<file path="config.mk">
export PLATFORM = sky130hd
export DESIGN_NAME = axis_upsizer_strb
export DESIGN_NICKNAME = d
export VERILOG_FILES = /design/src/rtl/axis_upsizer_strb.sv
export SDC_FILE = /design/constraint.sdc
export NUM_CORES = 1
export LEC_CHECK = 0
export BUFFER_PORTS_ARGS = -buffer_cell sky130_fd_sc_hd__buf_4
export CAP_MARGIN = 5
export CORE_UTILIZATION = 43
export DETAILED_ROUTE_END_ITERATION = 8
export GPL_TIMING_DRIVEN = 0
export PLACE_DENSITY_LB_ADDON = 0.1
export SYNTH_ARGS = -nofsm -noshare
export SYNTH_HDL_FRONTEND = slang
export SYNTH_SLANG_ARGS = --single-unit
</file>
<file path="constraint.sdc">
create_clock -name AXIS_ACLK -period 1.4 [get_ports AXIS_ACLK]
set_clock_uncertainty 0.1 [all_clocks]
set_input_delay 0.14 -clock AXIS_ACLK [delete_from_list [all_inputs] [get_ports AXIS_ACLK]]
set_output_delay 0.14 -clock AXIS_ACLK [all_outputs]
set_load 0.05 [all_outputs]
</file>
<file path="src/rtl/axis_upsizer_strb.sv">
// axis_upsizer_strb: AXI-Stream width upsizer. Packs RATIO consecutive slave
// beats into one wide master word. A packet ending on a partial word emits a
// short word whose TSTRB marks only the filled byte lanes. SRCDEST is
// captured with the first beat of each word and presented on M_AXIS_TUSER.
//
// Optional build macro: AXIS_UPSIZER_TKEEP_IN_EN adds S_AXIS_TKEEP. Each
// written lane then takes its strobes from TKEEP, and data bytes whose
// TKEEP bit is 0 are zeroed. Without the macro, every written lane gets
// all strobes set.
//
// Handshake: a beat transfers on an edge where TVALID and TREADY are both
// high. A master word, once valid, holds every field stable and keeps
// TVALID high until M_AXIS_TREADY accepts it. The slave side is ready
// whenever the output register is empty or is draining in the same cycle.
module axis_upsizer_strb #(
  parameter int S_DATA_WIDTH = 32,
  parameter int RATIO        = 2,
  parameter int USER_WIDTH   = 32,
  parameter int LANE_ORDER   = 0
) (
  input  logic                             AXIS_ACLK,
  input  logic                             AXIS_ARESET,
  input  logic                             S_AXIS_TVALID,
  output logic                             S_AXIS_TREADY,
  input  logic [S_DATA_WIDTH-1:0]          S_AXIS_TDATA,
`ifdef AXIS_UPSIZER_TKEEP_IN_EN
  input  logic [S_DATA_WIDTH/8-1:0]        S_AXIS_TKEEP,
`endif
  input  logic                             S_AXIS_TLAST,
  input  logic [USER_WIDTH-1:0]            SRCDEST,
  output logic                             M_AXIS_TVALID,
  input  logic                             M_AXIS_TREADY,
  output logic [S_DATA_WIDTH*RATIO-1:0]    M_AXIS_TDATA,
  output logic [S_DATA_WIDTH*RATIO/8-1:0]  M_AXIS_TSTRB,
  output logic                             M_AXIS_TLAST,
  output logic [USER_WIDTH-1:0]            M_AXIS_TUSER
);

  localparam int S_BYTES = S_DATA_WIDTH / 8;
  localparam int M_WIDTH = S_DATA_WIDTH * RATIO;
  localparam int M_BYTES = M_WIDTH / 8;
  localparam int LANE_W  = $clog2(RATIO);
  localparam logic [LANE_W-1:0] LAST_LANE = LANE_W'(RATIO - 1);

  logic [LANE_W-1:0]       lane;
  logic [LANE_W-1:0]       phys;
  logic [M_WIDTH-1:0]      data_q;
  logic [M_BYTES-1:0]      strb_q;
  logic                    last_q;
  logic [USER_WIDTH-1:0]   user_q;
  logic                    valid_q;

  logic                    accept;
  logic                    word_done;
  logic [S_DATA_WIDTH-1:0] beat_data;
  logic [S_BYTES-1:0]      beat_strb;
  logic [M_WIDTH-1:0]      data_n;
  logic [M_BYTES-1:0]      strb_n;

  assign S_AXIS_TREADY = !AXIS_ARESET && (!valid_q || M_AXIS_TREADY);
  assign accept        = S_AXIS_TVALID && S_AXIS_TREADY;
  assign word_done     = accept && ((lane == LAST_LANE) || S_AXIS_TLAST);

  assign M_AXIS_TVALID = valid_q;
  assign M_AXIS_TDATA  = data_q;
  assign M_AXIS_TSTRB  = strb_q;
  assign M_AXIS_TLAST  = last_q;
  assign M_AXIS_TUSER  = user_q;

  // Incoming beat after optional byte masking, and the strobes for its lane.
  always_comb begin
    beat_data = S_AXIS_TDATA;
    beat_strb = '1;
`ifdef AXIS_UPSIZER_TKEEP_IN_EN
    beat_strb = S_AXIS_TKEEP;
    for (int b = 0; b < S_BYTES; b++) begin
      if (!S_AXIS_TKEEP[b]) beat_data[b*8 +: 8] = 8'h00;
    end
`endif
  end

  // Map the logical lane counter onto a physical lane of the wide word.
  always_comb begin
    if (LANE_ORDER != 0) phys = LAST_LANE - lane;
    else                 phys = lane;
  end

  // Next contents of the output register: the first beat of a word starts
  // from all-zero data and strobes so unfilled lanes of a short word read 0.
  always_comb begin
    data_n = (lane == '0) ? '0 : data_q;
    strb_n = (lane == '0) ? '0 : strb_q;
    for (int i = 0; i < RATIO; i++) begin
      if (phys == LANE_W'(i)) begin
        data_n[i*S_DATA_WIDTH +: S_DATA_WIDTH] = beat_data;
        strb_n[i*S_BYTES +: S_BYTES]           = beat_strb;
      end
    end
  end

  // Lane counter, output register and valid flag.
  always_ff @(posedge AXIS_ACLK) begin
    if (AXIS_ARESET) begin
      lane    <= '0;
      data_q  <= '0;
      strb_q  <= '0;
      last_q  <= 1'b0;
      user_q  <= '0;
      valid_q <= 1'b0;
    end else begin
      if (valid_q && M_AXIS_TREADY) valid_q <= 1'b0;
      if (accept) begin
        data_q <= data_n;
        strb_q <= strb_n;
        if (lane == '0) user_q <= SRCDEST;
        if (word_done) begin
          valid_q <= 1'b1;
          last_q  <= S_AXIS_TLAST;
          lane    <= '0;
        end else begin
          lane    <= lane + LANE_W'(1);
        end
      end
    end
  end

endmodule

</file>
==> metrics.md, run 1 <==
| Metric | Value |
|---|---|
| Clock sink count | `104` |
| Clock tree from TritonCTS | `built` |
| Final hold vios | `0` |
| Nets | `809` |
| Number of H-tree branching levels | `3` |
| First-pass detailed-route iteration total | `4` |
| Largest net degree at the start of global routing | `17` |
| Maximum vdd ir drop | `0.000650 V` |
| Final count of negative-setup-slack endpoints | `102` |
| Via count | `4,480` |
| Library cells used by synthesis | `20` |
| CTS Buffer Depth | `2` |
| Placer's final routability congestion estimate | `0.738` |
| Placeable core region | `9370 sq um` |
| Clock input transition at the sequential cells of the worst setup and hold paths | `0.10 ns` |
| Areal power density over the cells | `969 nW/um^2` |
| Signed area change from the synthesized netlist to the final layout | `69.1%` |
| Logic depth of the worst register-to-register path | `5` |
| Maximum fanout count along the critical path | `6` |
| Post-DP HPWL | `8760 um` |
| Highest clock frequency the design can meet | `637 MHz` |
| Worst skew pair latency | `0.37 ns` |
| Max-slew headroom at the worst pin | `65.8%` |
| Wire length per cell | `16.6 um` |
| Time the worst path needs with I/O delays and setup | `1.57 ns` |
| Overall die width | `101 um` |
| Drt total wl | `14,500 um` |
| Critical path data arrival time | `1.33 ns` |
| Tightest Hold Check Type | `in2reg` |
| Status | `finished with violations` |
| Setup slack of the most critical reg-to-reg path | `-0.15 ns` |
| Fill cell total of the finished layout | `715` |
| Port buffer count | `175` |
| Count of pins on the block boundary | `176` |
| Post-route antenna net violation count | `0` |
| Synth Net Count | `537` |
| Iteration-0 DRC count of the detailed router | `170` |
| Unrepaired setup endpoints after global routing | `yes` |
| Number of vias per cell after detailed routing | `5.13` |
| Endpoint kind of the worst setup timing path | `primary output` |
| Startpoint of the most critical register-to-register path | `lane$_SDFFE_PP0P_` |
| Critical path start-end classification | `reg2out` |
| Clock buffers created by TritonCTS | `9` |
| Yosys warning total | `0` |
| Violated checks | `negative setup slack` |
| Reg2reg end | `M_AXIS_TDATA[7]$_SDFFE_PP0P_` |
| Worst hold slack after final layout | `0.217 ns` |
| CP Launch Type | `flip-flop` |
| Tightest Pin Transition | `0.513 ns` |
| Synth Register Bits | `104` |
| Worst setup path startpoint | `M_AXIS_TVALID$_SDFF_PP0_` |
| Syn Std Cell Area | `4220 sq um` |
| Required time worst endpoint | `1.16 ns` |
| Global Route Usage Sum | `26.7%` |
| Share of layout cells above drive strength 1 | `43.6%` |
| Number of antenna violations at the first check in global routing | `0` |
| First-pass GRT wire length | `21,000 um` |
| Part of the cycle the worst path needs | `112%` |
| Post-synthesis sequential area ratio | `49.3%` |
| Cell row count | `35` |
| Cell leakage power | `0.00325 uW` |
| Total die area | `10,200 sq um` |
| Remaining routing DRC violations | `0` |
| Maxcap violations | `0` |
| Final critical-path setup slack | `-0.170 ns` |
| Total count of max-transition violations in the final report | `0` |
| Post-layout total power | `6910 uW` |
| Starting density of the core | `45.0%` |
| Clock Root Buffer | `clkbuf_8` |
| Post-Synthesis Mean Instance Area | `9.02 sq um` |
| Floorplan die height | `101 um` |
| Residual overflow from global routing | `0` |
| Via count of the first global-routing pass | `4,352` |
| Critical Path End | `S_AXIS_TREADY` |
| Antenna diode count | `0` |
| Count of mapped cells out of synthesis | `468` |
## cell usage after synthesis (all sizes together)
library cell | instances | area [sq um]
a21oi | 39 | 195
a32o | 1 | 10.0
buf | 29 | 189
clkbuf | 20 | 75.1
dfxtp | 104 | 2080
inv | 66 | 248
nand2b | 3 | 26.3
nand3 | 33 | 165
nor2 | 6 | 22.5
nor2b | 2 | 20.0
o211ai | 64 | 480
o21ai | 99 | 687
or3 | 1 | 11.3
or4 | 1 | 7.51
## flip-flops by register name (all words and copies together) (netlist names)
register       flops
M_AXIS_TLAST       1
M_AXIS_TUSER      32
lane               1
M_AXIS_TSTRB       5
M_AXIS_TVALID      1
M_AXIS_TDATA      64
## cells by family after synthesis
group | Yosys count | share of synthesized area, %
flops | 104 | 49.3
compound gates | 203 | 32.5
buf+inv | 115 | 12.1
simple gates | 46 | 5.99
## cell type report
class                   instances  area (sq um)  share of cell area [%]
multi-input cells             249          1720                    24.2
repair buffers                261          2310                    32.4
plain buffers                  49           432                    6.05
inverters                      66           248                    3.47
clock inverters                 5          33.8                   0.474
flip-flops and latches        104          2090                    29.3
well taps                     129           161                    2.26
clock buffers                  11           131                    1.84
## per-layer routing
metal | GRT usage (%) | wire length [um] | share of wire (%) | vias to the layer above
met3 | 4.65 | 853 | 5.9 | 23
met4 | 10.3 | 268 | 1.9 | 0
met1 | 31.4 | 5890 | 41 | 2149
met5 | 0 | 0 | 0 | -
met2 | 48.1 | 7470 | 52 | 146
li1 | - | - | - | 2162
## layout by cell type, fill, tap and decap left out, types with 3 or more instances in the layout
master / count
a21oi_1: 34
nand3_1: 33
buf_12: 8
clkbuf_1: 8
o21ai_1: 7
buf_8: 3
buf_16: 3
nor2_1: 3
buf_1: 4
clkbuf_2: 3
clkbuf_8: 10
inv_1: 66
buf_6: 12
dfxtp_1: 102
a21oi_2: 5
o21ai_0: 27
o211ai_1: 64
clkbuf_16: 5
buf_2: 10
buf_4: 186
o21ai_2: 63
dlygate4sd3_1: 67
## worst max-delay path, stage by stage, from the launching register on
cell and delay, ns:
dfxtp_4 0.36, nor2b_4 0.13, buf_6 0.13, buf_8 0.12
nor2_4 0.07, buf_6 0.16
## repair_timing
item | 4_1_cts | 5_1_grt
setup endpoints to repair | 94 | 98
gates cloned | 4 | 7
resized for setup | 44 | 79
hold endpoints to repair | 100 | 0
pin swaps | 6 | 20
hold buffers | 67 | 0
buffers inserted | 3 | 6
## per-stage QoR
stage	std cells	instance area (sq um)	TNS [ns]	setup slack [ns]	utilization, %
3_3_place_gp	772	5720	-13.17	-0.188	61.0
3_5_place_dp	772	5720	-15.10	-0.230	61.0
2_1_floorplan	468	4240	-2.26	-0.0316	-
4_1_cts	862	6800	-9.91	-0.181	72.6
6_report	874	7130	-9.27	-0.170	76.1
5_1_grt	874	7130	-12.62	-0.208	76.1
## worst min-delay path by stage
stage,from,end,slack [ns],depth (start not counted)
after global routing,AXIS_ARESET,M_AXIS_TDATA[37]$_SDFFE_PP0P_,0.24,5
final,AXIS_ARESET,M_AXIS_TDATA[35]$_SDFFE_PP0P_,0.22,5
after floorplan,AXIS_ARESET,M_AXIS_TVALID$_SDFF_PP0_,0.1,1
after CTS,AXIS_ARESET,M_AXIS_TDATA[37]$_SDFFE_PP0P_,0.16,4
after detailed placement,S_AXIS_TLAST,M_AXIS_TLAST$_SDFFE_PP0P_,0.28,2
after global placement,S_AXIS_TLAST,M_AXIS_TLAST$_SDFFE_PP0P_,0.27,2
## power breakdown
part,total (uW),internal [uW],switching (uW)
Combinational,2000,807,1190
Clock,1690,647,1050
Sequential,3220,3120,96.2
Total,6910,4580,2340
Power figures use the tool's default switching activity.
==> inputs of run 2 (changes only) <==
- CORE_UTILIZATION: 43 -> 35
- PLACE_DENSITY: not set -> 0.67
- PLACE_DENSITY_LB_ADDON: 0.1 -> not set
==> metrics.md, run 2 (synthesis results as in run 1) <==
| Metric | Value |
|---|---|
| Violated checks | `design-rule violations, negative setup slack` |
| Maximum fanout count along the critical path | `6 (unchanged)` |
| Placed Area | `5740 sq um (+0.31%)` |
| Via count of the first global-routing pass | `4,383 (+0.71%)` |
| Highest clock frequency the design can meet | `644 MHz (+1.1%)` |
| Most used cells in the layout excluding fill and tap cells | `190 x buf_4, 102 x dfxtp_1, 67 x dlygate4sd3_1` |
| Cell Int Power | `5250 uW (+15%)` |
| Placeable core region | `11,600 sq um (+23%)` |
| Reg power frac | `41.7% (-4.9 points)` |
| Power dissipated by switching net loads | `2460 uW (+5.4%)` |
| Count of pins on the block boundary | `176 (unchanged)` |
| Post-route cell area | `7320 sq um (+2.6%)` |
| Post-route antenna net violation count | `0 (unchanged)` |
| Clock buffers created by TritonCTS | `9 (unchanged)` |
| Post-DP HPWL | `9330 um (+6.5%)` |
| Antenna diode count | `0 (unchanged)` |
| CTS Buffer Depth | `2 (unchanged)` |
| Drt total wl | `14,600 um (+0.99%)` |
| Final count of negative-setup-slack endpoints | `86 (-16%)` |
| Unrepaired setup endpoints after global routing | `yes` |
| Cell leakage power | `0.00331 uW (+1.8%)` |
| Wire length per cell | `16.4 um (-0.93%)` |
| First-pass GRT wire length | `21,900 um (+4.2%)` |
| Time the worst path needs with I/O delays and setup | `1.55 ns (-0.0176 ns)` |
| Placer's final routability congestion estimate | `0.764 (+3.6%)` |
| Maximum vdd ir drop | `0.000556 V (-14%)` |
| Port buffer count | `175 (unchanged)` |
| Critical path start-end classification | `reg2out` |
| Number of flip-flops in the largest register | `64 (unchanged)` |
| Worst skew pair latency | `0.35 ns (-0.02 ns)` |
| Final critical-path setup slack | `-0.152 ns (+0.0176 ns)` |
| Global Route Usage Sum | `22.0% (-4.7 points)` |
| Nets | `812 (+0.37%)` |
| Required time worst endpoint | `1.16 ns (about the same)` |
| Starting density of the core | `36.5% (-8.5 points)` |
| Status | `finished with violations` |
| Number of antenna violations at the first check in global routing | `0 (unchanged)` |
| Fraction of power spent switching nets | `31.9% (-1.9 points)` |
| Floorplan die height | `112 um (+11%)` |
| First-pass detailed-route iteration total | `7 (+3)` |
| Cell row count | `39 (+11%)` |
| Total count of max-transition violations in the final report | `0 (unchanged)` |
| Via count | `4,489 (+0.20%)` |
| Max-slew headroom at the worst pin | `67.6% (+1.8 points)` |
| Share of layout cells above drive strength 1 | `45.1% (+1.4 points)` |
| Most frequent standard cell in the layout excluding fill and tap cells | `buf_4` |
| Areal power density over the cells | `1050 nW/um^2 (+8.8%)` |
| Largest net degree at the start of global routing | `18 (+1)` |
| Signed area change from the synthesized netlist to the final layout | `73.5%` |
| Clock tree from TritonCTS | `built` |
| Residual overflow from global routing | `0 (unchanged)` |
| Critical path data arrival time | `1.31 ns (-0.02 ns)` |
| Endpoint kind of the worst setup timing path | `primary output` |
| Clock input transition at the sequential cells of the worst setup and hold paths | `0.08 ns (-0.02 ns)` |
| Iteration-0 DRC count of the detailed router | `227 (+34%)` |
| Final hold vios | `0 (unchanged)` |
| Part of the cycle the worst path needs | `111% (-1.3 points)` |
| Tightest Pin Transition | `0.485 ns (-0.0274 ns)` |
| Maxcap violations | `0 (unchanged)` |
| Remaining routing DRC violations | `15 (+15)` |
| Clock sink count | `104 (unchanged)` |
| Tightest Hold Check Type | `in2reg` |
| Total die area | `12,500 sq um (+22%)` |
| Share of power burned in the clock network | `32.2% (+7.7 points)` |
| CP Launch Type | `flip-flop` |
| Number of H-tree branching levels | `3 (unchanged)` |
| Number of vias per cell after detailed routing | `5.04 (-1.7%)` |
| Overall die width | `112 um (+11%)` |
| Clock Root Buffer | `clkbuf_16` |
| Worst hold slack after final layout | `0.235 ns (+0.0180 ns)` |
| Combinational cell fraction of total power | `26.1% (-2.8 points)` |
==> run 2: cell count changes in the layout (fill, tap and decap cells not counted), sizes merged <==
cell / before / now
clkbuf: 28 / 30
buf: 226 / 227
inv: 66 / 67
clkinvlp: 2 / 1
==> run 2: per-layer routing <==
layer  up-vias  routed length (um)  track usage [%]  share of wire [%]
met5         -                   0                0                  0
met4         0                 236             7.39                1.6
met3        23                1020             6.21                7.0
met2       157                7190             39.5                 49
met1      2128                6180             25.0                 42
li1       2181                   -                -                  -
==> run 2: area by class of cell <==
type	instances	area [sq um]
Fill cell	951	4240
Timing Repair Buffer	266	2350
Sequential cell	104	2090
Multi-Input combinational cell	249	1750
Buffer	47	414
Clock buffer	11	253
Inverter	66	248
Tap cell	143	179
Clock inverter	5	38.8
==> run 2: worst paths after layout <==
| path | from | to | slack [ns] | cells past startpoint |
|---|---|---|---|---|
| hold reg to reg | M_AXIS_TDATA[55]$_SDFFE_PP0P_ | M_AXIS_TDATA[55]$_SDFFE_PP0P_ | 0.38 | 2 |
| hold / removal | AXIS_ARESET | M_AXIS_TDATA[33]$_SDFFE_PP0P_ | 0.23 | 5 |
| setup reg to reg | M_AXIS_TVALID$_SDFF_PP0_ | lane$_SDFFE_PP0P_ | -0.14 | 5 |
| setup / recovery | M_AXIS_TVALID$_SDFF_PP0_ | S_AXIS_TREADY | -0.15 | 5 |
==> run 2: through the flow <==
step / power (uW) / instances / setup slack [ns] / TNS [ns] / util [%]
CTS: 7610 / 879 / -0.157 / -6.24 / 60.5
detailed placement: 4890 / 786 / -0.258 / -15.53 / 49.6
global placement: 4870 / 786 / -0.193 / -12.87 / 49.6
finish: 7720 / 891 / -0.152 / -4.98 / 63.3
floorplan: 4310 / 468 / -0.0316 / -2.26 / -
global route: 7990 / 891 / -0.188 / -8.35 / 63.3
==> run 2: what timing repair did <==
action / 4_1_cts / 5_1_grt
setup endpoints to repair: 93 / 97
endpoints found under the hold margin: 100 / 0
pin swaps: 7 / 15
gates resized for setup: 58 / 70
cloned: 3 / 7
hold buffers: 67 / 0
buffers inserted: 8 / 7
==> run 2: worst max-delay path: stages, from the launching register on <==
cell and delay [ns]:
dfxtp_4 0.35, nor2b_4 0.13, buf_8 0.14, buf_8 0.12, nor2_4 0.07, buf_6 0.16
==> run 2: power by group through the flow <==
stage | clock (uW) | sequential, uW | combinational [uW]
after floorplan | 0 | 3840 | 470
final | 2480 | 3220 | 2020
after global placement | 0 | 3270 | 1590
after global routing | 2640 | 3240 | 2120
after detailed placement | 0 | 3280 | 1610
after CTS | 2520 | 3220 | 1880
==> inputs of run 3 (changes only) <==
- clock period: 1.4 -> 1.3 ns (I/O delays scaled with it)
==> metrics.md, run 3 (synthesis results as in run 1) <==
| Metric | Value |
|---|---|
| Critical Path End | `M_AXIS_TUSER[29]$_SDFFE_PP0P_` |
| Placeable core region | `11,600 sq um (unchanged)` |
| Most frequent standard cell in the layout excluding fill and tap cells | `buf_4` |
| Cell row count | `39 (unchanged)` |
| Startpoint of the worst hold path | `AXIS_ARESET` |
| Overall die width | `112 um (unchanged)` |
| Part of the cycle the worst path needs | `119%` |
| Clock Root Buffer | `clkbuf_16` |
| Most used cells in the layout excluding fill and tap cells | `184 x buf_4, 101 x dfxtp_1, 67 x dlygate4sd3_1` |
| Signed area change from the synthesized netlist to the final layout | `71.4%` |
| Logic depth of the worst register-to-register path | `6 (+1)` |
| Largest net degree at the start of global routing | `17 (-1)` |
| Post-layout total power | `8330 uW (+7.9%)` |
| Cell leakage power | `0.00328 uW (-0.90%)` |
| Maxcap violations | `0 (unchanged)` |
| Final count of negative-setup-slack endpoints | `103 (+20%)` |
| Via count | `4,446 (-0.96%)` |
| Clock sink count | `104 (unchanged)` |
| Fill cell total of the finished layout | `910 (-4.3%)` |
| Areal power density over the cells | `1150 nW/um^2 (+9.2%)` |
| Critical path start-end classification | `reg2reg` |
| Total count of max-transition violations in the final report | `0 (unchanged)` |
| Post-route antenna net violation count | `0 (unchanged)` |
| Tightest Pin Transition | `0.493 ns (+0.00760 ns)` |
| Placed cells | `786 (unchanged)` |
| First-pass GRT wire length | `22,300 um (+1.8%)` |
| Via count of the first global-routing pass | `4,503 (+2.7%)` |
| Nets | `807 (-0.62%)` |
| Final hold vios | `0 (unchanged)` |
| CP Launch Type | `flip-flop` |
| Status | `finished with violations` |
| Post-route cell area | `7230 sq um (-1.2%)` |
| Critical path data arrival time | `1.72 ns (+0.41 ns)` |
| Wire length per cell | `15.7 um (-4.1%)` |
| Floorplan die height | `112 um (unchanged)` |
| Clock input transition at the sequential cells of the worst setup and hold paths | `0.07 ns (about the same)` |
| Share of layout cells above drive strength 1 | `43.6% (-1.4 points)` |
| Reg2reg end | `M_AXIS_TUSER[29]$_SDFFE_PP0P_` |
| Endpoint kind of the worst setup timing path | `flip-flop` |
| Final critical-path setup slack | `-0.253 ns (-0.100 ns)` |
| Highest clock frequency the design can meet | `644 MHz` |
| Fin cells | `886 (-0.56%)` |
| Startpoint of the most critical register-to-register path | `M_AXIS_TVALID$_SDFF_PP0_` |
| Port buffer count | `175 (unchanged)` |
| Share of the core filled with cells in the final layout | `62.5% (-0.76 points)` |
| Number of H-tree branching levels | `3 (unchanged)` |
| First-pass detailed-route iteration total | `7 (unchanged)` |
| Antenna diode count | `0 (unchanged)` |
| Placed Area | `5770 sq um (+0.61%)` |
| Worst skew pair latency | `0.33 ns (-0.02 ns)` |
| Starting density of the core | `36.5% (unchanged)` |
| Area of combinational cells with multiple inputs | `1720 sq um (-1.8%)` |
| Iteration-0 DRC count of the detailed router | `299 (+32%)` |
| Unrepaired setup endpoints after global routing | `yes` |
| Clock buffers created by TritonCTS | `9 (unchanged)` |
| Time the worst path needs with I/O delays and setup | `1.55 ns` |
| Placer's final routability congestion estimate | `0.799 (+4.6%)` |
| Number of antenna violations at the first check in global routing | `0 (unchanged)` |
| CTS Buffer Depth | `2 (unchanged)` |
| Maximum fanout count along the critical path | `8 (+2)` |
| Remaining routing DRC violations | `10 (-5)` |
| Max-slew headroom at the worst pin | `67.1% (-0.51 points)` |
| Global Route Usage Sum | `22.2% (+0.20 points)` |
| Number of vias per cell after detailed routing | `5.02 (-0.40%)` |
| Maximum vdd ir drop | `0.000653 V (+17%)` |
| Post-DP HPWL | `9350 um (+0.22%)` |
| Violated checks | `design-rule violations, negative setup slack` |
| Tightest Hold Check Type | `in2reg` |
| Total die area | `12,500 sq um (unchanged)` |
| Clock tree from TritonCTS | `built` |
| Count of pins on the block boundary | `176 (unchanged)` |
| Drt total wl | `13,900 um (-4.6%)` |
| Flip-flop and latch area | `2090 sq um (about the same)` |
| Number of flip-flops in the largest register | `64 (unchanged)` |
| Required time worst endpoint | `1.46 ns (+0.30 ns)` |
| Setup slack of the most critical reg-to-reg path | `-0.25 ns (-0.11 ns)` |
| Worst setup path startpoint | `M_AXIS_TVALID$_SDFF_PP0_` |
| Residual overflow from global routing | `0 (unchanged)` |
## run 3: cell count changes in the layout (fill, tap and decap cells not counted), moves of 2 or more
cell,before,now
buf_8,4,6
clkbuf_16,14,12
buf_4,190,184
clkbuf_2,6,8
nor2_4,3,1
o21ai_0,25,27
a21oi_1,21,25
nor2_2,2,0
a21oi_2,18,14
nor2_1,1,5
o21ai_2,56,54
## run 3: power breakdown
part           internal (uW)  leakage (uW)  switching, uW
logic                    852       0.00228           1260
registers               3360      0.000854            107
clock network           1550      0.000145           1200
total                   5760       0.00328           2570
## run 3: repair_timing
action / CTS / global route
gates resized for setup: 84 / 23
cloned: 5 / 2
hold endpoints to repair: 100 / 0
endpoints found under the setup margin: 108 / 104
setup buffers: 10 / 2
pin swaps: 6 / 7
hold buffers: 67 / 0
## run 3: cell type report
type | count | share of cell area (%)
multi-input cells | 249 | 23.8
well taps | 143 | 2.47
clock inverters | 5 | 0.778
repair buffers | 260 | 31.2
clock buffers | 11 | 3.36
inverters | 66 | 3.43
flip-flops and latches | 104 | 28.9
plain buffers | 48 | 6.18
## run 3: layer usage
| layer | routed length, um | part of all wire (%) | track usage [%] |
|---|---|---|---|
| met5 | 0 | 0 | 0 |
| met4 | 278 | 2.0 | 8.47 |
| met3 | 961 | 6.9 | 4.14 |
| met2 | 6790 | 49 | 38.4 |
| met1 | 5920 | 42 | 27.4 |
## run 3: how the worst min path moves through the flow
stage	endpoint	slack [ns]	cells past startpoint
6_report	M_AXIS_TDATA[27]$_SDFFE_PP0P_	0.24	4
5_1_grt	M_AXIS_TDATA[23]$_SDFFE_PP0P_	0.26	4
4_1_cts	M_AXIS_TDATA[24]$_SDFFE_PP0P_	0.23	4
3_5_place_dp	M_AXIS_TVALID$_SDFF_PP0_	0.27	2
3_3_place_gp	M_AXIS_TLAST$_SDFFE_PP0P_	0.27	2
2_1_floorplan	M_AXIS_TVALID$_SDFF_PP0_	0.09	1
## run 3: through the flow
| stage | hold slack, ns | setup WS (ns) | TNS (ns) |
|---|---|---|---|
| 6_report | 0.240 | -0.253 | -17.88 |
| 5_1_grt | 0.263 | -0.293 | -21.55 |
| 4_1_cts | 0.228 | -0.253 | -13.47 |
| 3_5_place_dp | 0.267 | -0.355 | -23.04 |
| 3_3_place_gp | 0.268 | -0.313 | -20.06 |
| 2_1_floorplan | 0.0894 | -0.128 | -8.19 |
## run 3: worst max-delay path: stages (launching register included)
cell,delay [ns]
dfxtp_4,0.34
nor2b_4,0.13
buf_6,0.11
or3_4,0.35
buf_12,0.18
clkbuf_16,0.16
o21ai_2,0.10
